==> src/rtl/hevc_sched_pkg.sv <==
// Shared scheduler types: FSM state encoding and tag-width helper.
package hevc_sched_pkg;

   typedef enum logic {
      IDLE = 1'b0,
      LOCK = 1'b1
   } sched_state_t;

   // Width of an index selecting one of n fluxes (never narrower than 1 bit).
   function automatic int unsigned tag_width(input int unsigned n);
      return (n < 2) ? 1 : $clog2(n);
   endfunction

endpackage

==> src/rtl/rr_prio_pick.sv <==
// Combinational rotating-priority picker: searches start+1, start+2, ...
// wrapping modulo N, with start itself checked last.
module rr_prio_pick #(
   parameter int unsigned N = 2,
   parameter int unsigned W = 1
) (
   input  logic [N-1:0] req,
   input  logic [W-1:0] start,
   output logic         valid,
   output logic [W-1:0] idx,
   output logic [N-1:0] onehot
);

   // First requester after start in circular order wins.
   always_comb begin
      logic [31:0] k;
      k      = '0;
      valid  = 1'b0;
      idx    = '0;
      onehot = '0;
      for (int unsigned i = 1; i <= N; i++) begin
         k = (32'(start) + 32'(i)) % 32'(N);
         if (!valid && req[k]) begin
            valid = 1'b1;
            idx   = W'(k);
         end
      end
      if (valid) begin
         onehot[idx] = 1'b1;
      end
   end

endmodule

==> src/rtl/flux_rr_scheduler.sv <==
// Round-robin scheduler sharing one actor datapath among FLUX tagged fluxes,
// holding a flux for up to BURST consecutive fires before rotating.
module flux_rr_scheduler
   import hevc_sched_pkg::*;
#(
   parameter int unsigned FLUX      = 2,
   parameter int unsigned BURST     = 8,
   parameter int unsigned TAG_WIDTH = tag_width(FLUX)
) (
   input  logic                 clk,
   input  logic                 rst,
   input  logic [FLUX-1:0]      req,
   input  logic                 fire,
   input  logic                 last,
   output logic                 gnt_valid,
   output logic [TAG_WIDTH-1:0] gnt_tag,
   output logic [FLUX-1:0]      gnt_onehot,
   output logic                 locked,
   output logic                 err
);

   localparam int unsigned        BW        = $clog2(BURST + 1);
   localparam logic [BW-1:0]      BCNT_LAST = BW'(BURST - 1);
   localparam logic [TAG_WIDTH-1:0] PTR_RST = TAG_WIDTH'(FLUX - 1);

   sched_state_t         state_q, state_d;
   logic [TAG_WIDTH-1:0] ptr_q, ptr_d;
   logic [TAG_WIDTH-1:0] cur_q, cur_d;
   logic [BW-1:0]        bcnt_q, bcnt_d;
   logic                 err_q, err_d;

   logic                 pick_valid;
   logic [TAG_WIDTH-1:0] pick_idx;
   logic [FLUX-1:0]      pick_onehot;
   logic                 hold;
   logic                 burst_end;

   rr_prio_pick #(
      .N (FLUX),
      .W (TAG_WIDTH)
   ) u_pick (
      .req    (req),
      .start  (ptr_q),
      .valid  (pick_valid),
      .idx    (pick_idx),
      .onehot (pick_onehot)
   );

   assign hold      = (state_q == LOCK) && req[cur_q];
   assign burst_end = last || (bcnt_q == BCNT_LAST);
   assign locked    = (state_q == LOCK);
   assign err       = err_q;

   // Grant: held flux keeps priority while it still requests, else rotate.
   always_comb begin
      gnt_valid  = hold | pick_valid;
      gnt_tag    = hold ? cur_q : pick_idx;
      gnt_onehot = '0;
      if (hold) begin
         gnt_onehot[cur_q] = 1'b1;
      end else begin
         gnt_onehot = pick_onehot;
      end
   end

   // Next-state: burst accounting, rotation and protocol error capture.
   // With no requester at all the lock is kept so a stalled flux resumes.
   always_comb begin
      state_d = state_q;
      ptr_d   = ptr_q;
      cur_d   = cur_q;
      bcnt_d  = bcnt_q;
      err_d   = err_q;
      if (fire && !gnt_valid) begin
         err_d = 1'b1;
      end else if (fire) begin
         ptr_d = gnt_tag;
         if ((state_q == LOCK) && !hold) begin
            state_d = IDLE;
            bcnt_d  = '0;
         end else if (burst_end) begin
            state_d = IDLE;
            bcnt_d  = '0;
         end else if (state_q == IDLE) begin
            state_d = LOCK;
            cur_d   = gnt_tag;
            bcnt_d  = BW'(1);
         end else begin
            bcnt_d = bcnt_q + BW'(1);
         end
      end else if ((state_q == LOCK) && !hold && (req != '0)) begin
         state_d = IDLE;
         bcnt_d  = '0;
      end
   end

   // State register with asynchronous reset; flux 0 wins first after reset.
   always_ff @(posedge clk or posedge rst) begin
      if (rst) begin
         state_q <= IDLE;
         ptr_q   <= PTR_RST;
         cur_q   <= '0;
         bcnt_q  <= '0;
         err_q   <= 1'b0;
      end else begin
         state_q <= state_d;
         ptr_q   <= ptr_d;
         cur_q   <= cur_d;
         bcnt_q  <= bcnt_d;
         err_q   <= err_d;
      end
   end

endmodule

==> config.mk <==
export PLATFORM = sky130hd
export DESIGN_NAME = flux_rr_scheduler
export DESIGN_NICKNAME = d
export VERILOG_FILES = /design/src/rtl/hevc_sched_pkg.sv /design/src/rtl/rr_prio_pick.sv /design/src/rtl/flux_rr_scheduler.sv
export SDC_FILE = /design/constraint.sdc
export NUM_CORES = 1
export LEC_CHECK = 0
export ABC_AREA = 1
export BUFFER_PORTS_ARGS = -buffer_cell sky130_fd_sc_hd__buf_4
export CAP_MARGIN = 25
export CORE_MARGIN = 1.5
export CORE_UTILIZATION = 36
export CTS_BUF_LIST = sky130_fd_sc_hd__clkbuf_4
export CTS_CLUSTER_DIAMETER = 50
export CTS_CLUSTER_SIZE = 20
export DETAILED_ROUTE_END_ITERATION = 8
export PLACE_DENSITY = 0.64
export SYNTH_ARGS = -nofsm -noshare
export SYNTH_HDL_FRONTEND = slang
export SYNTH_SLANG_ARGS = --single-unit
==> constraint.sdc <==
create_clock -name clk -period 2.1 [get_ports clk]
set_input_delay 0.21 -clock clk [delete_from_list [all_inputs] [get_ports clk]]
set_output_delay 0.21 -clock clk [all_outputs]
set_load 0.02 [all_outputs]
[Word level (Yosys, flattened, before mapping)]
Cells that the tools add are included.
Operators by class
  bitwise logic cells: 5
  $lt $le $gt $ge: 6
  reduce and logical (&&, ||, !) cells: 16
  eq/ne operators: 1
  $add $sub $neg: 3
  muxes and demuxes: 26
Operators with widths (count)
  $mux 4: 5
  $mux 1: 17
  $lt 1x2->1 const B: 4
  $logic_and 1x1->1: 7
  $reduce_and 5->1: 1
  $add 4x1->4 const B: 1
  $eq 4x3->1 const B: 1
  $mux 2: 2
  $not 1->1: 4
  $reduce_and 2->1: 2
  $reduce_bool 2->1: 2
  $logic_not 1->1: 3
  $add 1x1->1 const B: 2
  $demux 1 s1: 2
  $ge 1x1->1 const B: 2
  $logic_or 1x1->1: 1
  $or 1x1->1: 1
Storage, ports and cells
  flip-flop bits (word level): 8
  output and inout port bits: 6
  bits of input ports: 6

[Longest topological paths before layout]
Gate-level depths: netlist of run 1.
  depth after elaboration: 13
  mapped depth: 7
  gate-level depth less buffers: 7

[Modules after synthesis]
Synthesis of run 1 repeated with hierarchy kept, for this count alone.
Unflattened totals
  cell total of the unflattened synthesis: 82
  area, all modules: 560.5 um2
Modules (own cells, without submodules)
  flux_rr_scheduler: instances 1, cells each 75, sequential area each 201.4 um2, area an instance 530.5 um2
  rr_prio_pick: instances 1, cells each 7, sequential area each 0.0 um2, area an instance 30.0 um2

[Worst setup path after synthesis of run 1]
Ideal clock, no wire load.
  path type: flip-flop to output port
  start point: reg state_q (netlist: locked)
  end point: out gnt_onehot[0]
  path buffers: 1
  setup slack: 693 ps
  arrival time: 1197 ps
  required time: 1890 ps
  cell stages (with the launch flop): 6
  cell sequence: dfrtp_1 > buf_2 > nand3_2 > nand2_2 > nand2_4 > nor2_1
Between the ends
  longest elaborated chain between the ends: 2
RTL lines
  from (decl): RTL line flux_rr_scheduler.sv:26  | sched_state_t state_q, state_d;
  from (signal assigned): RTL line flux_rr_scheduler.sv:106  | state_q <= state_d;
  $logic_and 1x1->1: RTL line flux_rr_scheduler.sv:49  | assign hold = (state_q == LOCK) && req[cur_q];
  $mux 2: RTL line flux_rr_scheduler.sv:59  | if (hold) begin
  to (decl): RTL line flux_rr_scheduler.sv:17  | output logic [FLUX-1:0] gnt_onehot,
Every way passes these cells.

[Worst setup path in the final report of run 1]
Ends and elaborated chain as after synthesis.

==> impl_metrics.py, run 1 <==
metrics = {
    "sta": {
        "worstMarginPinSlew_ns": 0.328,
        "skew_ns": 0.0150,
        "fmax_mhz": 650,
        "grt_setup_unrepaired": "false",
        "maxSlewViolCount": 0,
        "tns_ns": 0,
        "hold_viol_final": 0,
        "fin_crit_ns": 1.54,
        "max_slew_margin_pct": 78.1,
        "timing.final.ws_setup_ns": 0.562,
        "fin_crit_sh_pct": 73.2,
        "setup_viol": 0,
        "whs_ns": 0.240,
    },
    "synth": {
        "synthMostInstantiatedCell": "nand2_1",
        "synth_ff_type": "dfrtp_1",
        "yosys_warnings": 0,
        "netlist_top_cells_count": "nand2_1, nor2_1, dfrtp_1",
        "synth_area_um2": 524,
        "synth_edf_count": 0,
        "synthArstFlopShare_pct": 100,
        "syn_inst": 73,
        "synthTopCellsByArea": "dfrtp_1, nand2_1, nor2_1, dfstp_2, nand3_2",
        "yosysUniqueCellTypes": 21,
        "yosysSeqAreaShare_pct": 38.4,
        "avgSynthCellArea_um2": 7.18,
        "synth_fp_nets": 80,
        "yosysTopAreaCellShare_pct": 33.4,
        "yosysTopAreaCell": "dfrtp_1",
        "ys_ff_latch": 8,
    },
    "detailed_routing": {
        "final_antenna_net_count": 0,
        "drt-initial-drc-count": 23,
        "via_per_inst": 5.02,
        "drc": 0,
        "drt_first_pass_iters": 4,
        "vias": 517,
        "wire_per_inst_um": 11.0,
        "wl_um": 1130,
    },
    "clock_tree": {
        "clock-root-buffer": "clkbuf_4",
        "htree_levels": 1,
        "cts.sinks": 8,
        "clkLatencyLatePin_ns": 0.27,
        "clockBufferDepth": 2,
        "cts_setup_buffers": 0,
        "cts_resized": 0,
        "clkTransAtPathRegs_ns": 0.07,
        "cts_buffers": 3,
        "cts_tree": "done",
    },
    "placed_design": {
        "dp_hpwl_um": 866,
        "io_buffers": 11,
        "place_ws_ns": 0.851,
        "gp_congestion": 0.787,
    },
    "layout": {
        "multiInputGateArea_um2": 288,
        "fin_util_pct": 49.5,
        "nets": 96,
        "drive_gt1_share_pct": 34.1,
        "antenna_cells": 0,
        "regArea_um2": 201,
        "n_fill_cell": 125,
        "area_delta_synth_final_pct": 26.0,
    },
    "die": {
        "fp.dieW_um": 41.2,
        "core_um2": 1330,
        "die_h_um": 41.2,
        "rows": 13,
        "io_pins": 12,
        "die_area_um2": 1690,
        "initial_core_util_pct": 39.3,
    },
    "critical_path": {
        "crit_type": "reg2out",
        "critical_path_arrival_ns": 1.33,
        "required_ns": 1.89,
        "cp_slowest_cell": "dfrtp_1",
        "cp_num_buf_inv": 1,
        "start_kind": "register",
        "crit_path_max_fanout": 9,
        "slowest_delay_ns": 0.53,
        "path_cells": "nand3_1, nand2_4, nor2_1, buf_4",
        "cp_top_family": "flip-flops",
        "critical_path.endpoint_type": "output pin",
    },
    "power_and_ir_drop": {
        "ir_drop_v": 0.000384,
        "finalPower_uw": 498,
        "p_leak_uw": 0.000355,
        "p_per_area_nw_per_um2": 754,
    },
    "flow_run": {
        "drv_cap": 0,
    },
    "min_path": {
        "hold_path.class": "in2reg",
    },
    "status": {
        "status": "completed",
    },
    "global_routing": {
        "grt_overflow_total": 0,
        "antenna_found_initial": 0,
        "grt_pass1_wl_um": 1800,
        "grt_usage_pct": 17.8,
        "grt_max_degree": 10,
        "first_global_vias": 422,
    },
}
==> metrics by stage <==
| stage | std cells | cell area (µm²) |
|---|---|---|
| 2_1_floorplan | 73 | 524 |
| 3_3_place_gp | 98 | 621 |
| 3_5_place_dp | 98 | 621 |
| 4_1_cts | 103 | 661 |
| 5_1_grt | 103 | 661 |
| 6_report | 103 | 661 |
==> layout by cell type (no fill, tap or decap), drive strengths merged <==
| cell type | netlist | layout |
|---|---|---|
| ha | 1 | 1 |
| a21oi | 1 | 1 |
| nor2 | 11 | 11 |
| dlygate4sd3 | 0 | 1 |
| o21bai | 1 | 1 |
| nand2 | 29 | 29 |
| clkbuf | 0 | 4 |
| inv | 8 | 8 |
| buf | 1 | 11 |
| o21ai | 3 | 3 |
| nand3 | 5 | 5 |
| xnor2 | 1 | 1 |
| nand4 | 3 | 3 |
| or2 | 1 | 1 |
| dfstp | 1 | 1 |
| dfrtp | 7 | 7 |
==> what timing repair did <==
action | CTS | global route
hold buffers | 1 | 0
endpoints found under the hold margin | 7 | 0
setup endpoints to repair | 0 | 0
==> power by group <==
group	switching (µW)	total, µW	internal (µW)	leakage, µW
registers	26.4	202	175	0.0000991
logic	87.8	150	62.0	0.000237
clock network	60.4	146	85.9	0.0000184
==> registers in the layout, summed over array words and instances (netlist names) <==
name	cells
locked	1
bcnt_q	4
cur_q	1
ptr_q	1
err	1
==> path summary, 6_finish.rpt <==
path	startpoint	to	slack (ns)	cells after the start
max	locked	gnt_onehot[0]	0.56	4
min	last	bcnt_q[2]	0.24	4
max reg2reg	bcnt_q[0]	bcnt_q[0]	0.91	6
min reg2reg	err	err	0.48	1
max in group asynchronous	rst	ptr_q	1.33	3
min in group asynchronous	rst	bcnt_q[1]	0.46	3
==> worst reg2reg max path, stage by stage, from the launching register on <==
cell	delay (ns)
dfrtp_1	0.42
ha_1	0.23
nand2_1	0.11
nor2_1	0.07
nor2_1	0.13
nand4_1	0.10
nand2_1	0.08
==> per-layer routing <==
layer  routed length [µm]  GRT usage, %
met5                    0             0
met4                   10          7.26
met1                  547          23.6
met2                  512          23.4
met3                   58          9.78
==> kinds of logic after synthesis <==
group / after synthesis / share of synthesized area (%)
flip-flops: 8 / 38.4
adder cells (fa/ha/maj): 1 / 2.39
buffers and inverters: 9 / 6.68
AO/OA/AOI/OAI: 5 / 5.96
AND/OR/NAND/NOR: 49 / 44.9
XOR/XNOR: 1 / 1.67
==> final cells by class <==
class	count	area share, %
Clock buffer	4	4.55
Inverter	8	4.55
Multi-Input combinational cell	56	43.6
Sequential cell	8	30.5
Tap cell	15	2.84
Timing Repair Buffer	12	14.0
Power figures use the tool's default switching activity.
==> inputs of run 2 (changes only) <==
--- a/config.mk
+++ b/config.mk
@@ -14,7 +14,7 @@
 export CTS_CLUSTER_DIAMETER = 50
 export CTS_CLUSTER_SIZE = 20
 export DETAILED_ROUTE_END_ITERATION = 8
-export PLACE_DENSITY = 0.64
+export PLACE_DENSITY = 0.66
 export SYNTH_ARGS = -nofsm -noshare
 export SYNTH_HDL_FRONTEND = slang
 export SYNTH_SLANG_ARGS = --single-unit
==> constraint.sdc (replaced) <==
create_clock -name clk -period 1.3 [get_ports clk]
set_input_delay 0.13 -clock clk [delete_from_list [all_inputs] [get_ports clk]]
set_output_delay 0.13 -clock clk [all_outputs]
set_load 0.02 [all_outputs]
==> impl_metrics.py, run 2 (synthesis results as in run 1) <==
metrics = {
    "status": {
        "status": "finished, violations left",
        "violations": "setup timing",
    },
    "clock_tree": {
        "cts.sinks": 8,
        "cts_buffers": 3,
        "clock-root-buffer": "clkbuf_4",
        "clockBufferDepth": 2,
        "htree_levels": 1,
        "clkTransAtPathRegs_ns": 0.07,
        "clkLatencyLatePin_ns": 0.25,
        "cts_tree": "done",
    },
    "sta": {
        "setup_viol": 1,
        "timing.final.ws_setup_ns": -0.0218,
        "fin_crit_sh_pct": 102,
        "fin_crit_ns": 1.32,
        "worstMarginPinSlew_ns": 0.319,
        "hold_viol_final": 0,
        "grt_setup_unrepaired": "true",
        "whs_ns": 0.169,
        "fmax_mhz": 757,
        "skew_ns": 0.0149,
        "maxSlewViolCount": 0,
        "max_slew_margin_pct": 78.7,
    },
    "power_and_ir_drop": {
        "comb_power_share_pct": 37.0,
        "ir_drop_v": 0.000704,
        "p_leak_uw": 0.000385,
        "p_per_area_nw_per_um2": 1200,
        "p_sw_share_pct": 33.8,
        "p_sw_uw": 294,
        "internal-power_uw": 577,
        "p_seq_share_pct": 37.1,
        "finalPower_uw": 871,
        "clkPwrFrac_pct": 25.9,
    },
    "layout": {
        "n_fill_cell": 125,
        "regArea_um2": 203,
        "multiInputGateArea_um2": 300,
        "drive_gt1_share_pct": 42.6,
        "area_delta_synth_final_pct": 38.7,
        "finalNonFillerCells": 109,
        "antenna_cells": 0,
        "nets": 102,
        "largest_reg_flops": 4,
        "top_register": "bcnt_q",
        "final_common_cell": "nand2_1",
        "layout_common_cells": "nand2_1, buf_4, nor2_1, dfrtp_1, inv_1",
    },
    "detailed_routing": {
        "final_antenna_net_count": 0,
        "vias": 537,
        "wl_um": 1170,
        "drt_first_pass_iters": 5,
        "wire_per_inst_um": 10.7,
        "via_per_inst": 4.93,
        "drt-initial-drc-count": 7,
        "drc": 0,
    },
    "critical_path": {
        "crit_path_max_fanout": 5,
        "crit_type": "reg2out",
        "critical_path.endpoint_type": "output pin",
        "critical_path_arrival_ns": 1.19,
        "start_kind": "register",
        "required_ns": 1.17,
    },
    "global_routing": {
        "grt_max_degree": 10,
        "antenna_found_initial": 0,
        "grt_overflow_total": 0,
        "grt_usage_pct": 17.9,
        "first_global_vias": 476,
        "grt_pass1_wl_um": 1940,
    },
    "placed_design": {
        "place_ws_ns": 0.119,
        "dp_hpwl_um": 877,
        "place_inst": 99,
        "io_buffers": 11,
        "gp_congestion": 0.775,
    },
    "die": {
        "core_um2": 1330,
        "initial_core_util_pct": 39.3,
        "die_h_um": 41.2,
        "fp.dieW_um": 41.2,
        "rows": 13,
        "die_area_um2": 1690,
        "io_pins": 12,
    },
    "flow_run": {
        "drv_cap": 0,
    },
    "min_path": {
        "hold_path.class": "in2reg",
    },
}
## run 2: cell count changes in the layout (fill, tap and decap cells not counted), sizes merged
cell / previous run / this run
buf: 11 / 17
## run 2: path summary, 6_finish.rpt
path                        from       endpoint  slack [ns]  cells after the start
setup / recovery           cur_q  gnt_onehot[0]       -0.02                      7
hold / removal              fire      bcnt_q[2]        0.17                      3
setup reg to reg           cur_q      bcnt_q[3]        0.09                      9
hold reg to reg              err            err        0.48                      1
max in group asynchronous    rst          ptr_q        0.61                      3
min in group asynchronous    rst      bcnt_q[1]        0.38                      3
## run 2: power by group through the flow
stage               registers, µW  logic [µW]  clock network [µW]
floorplan                     316         175                   0
global placement              324         252                   0
detailed placement            326         258                   0
CTS                           323         304                 227
global route                  331         356                 237
finish                        323         323                 225
## run 2: layer usage
layer	vias up	GRT usage, %	part of all wire (%)
li1	272	-	-
met1	243	23.5	45
met2	16	27.3	49
met3	6	4.89	3.8
met4	0	8.06	2.1
met5	-	0	0
## run 2: cell type report
type	count	share of cell area, %
timing repair buffer	18	20.0
clock buffer	4	4.13
sequential	8	27.9
tap	15	2.58
multi-input combinational	56	41.3
inverter	8	4.13
## run 2: worst max-delay path, stage by stage (launching register included)
cell,delay [ns]
dfrtp_1,0.41
inv_2,0.06
nand2_2,0.06
nand3_2,0.07
nand2_2,0.09
nand2_4,0.06
nor2_4,0.08
buf_6,0.11
## run 2: timing repair
| item | in CTS | in global routing |
|---|---|---|
| setup endpoints to repair | 3 | 4 |
| resized for setup | 4 | 2 |
| endpoints found under the hold margin | 7 | 0 |
| hold buffers | 1 | 0 |
| pin swaps | 1 | 0 |
| buffers inserted | 4 | 1 |
## run 2: through the flow
step | instance area (µm²) | utilization (%) | TNS (ns)
detailed placement | 631 | 47.3 | 0
CTS | 713 | 53.5 | -0.0282
global route | 727 | 54.5 | -0.258
finish | 727 | 54.5 | -0.0218
global placement | 631 | 47.3 | 0
floorplan | 527 | - | 0
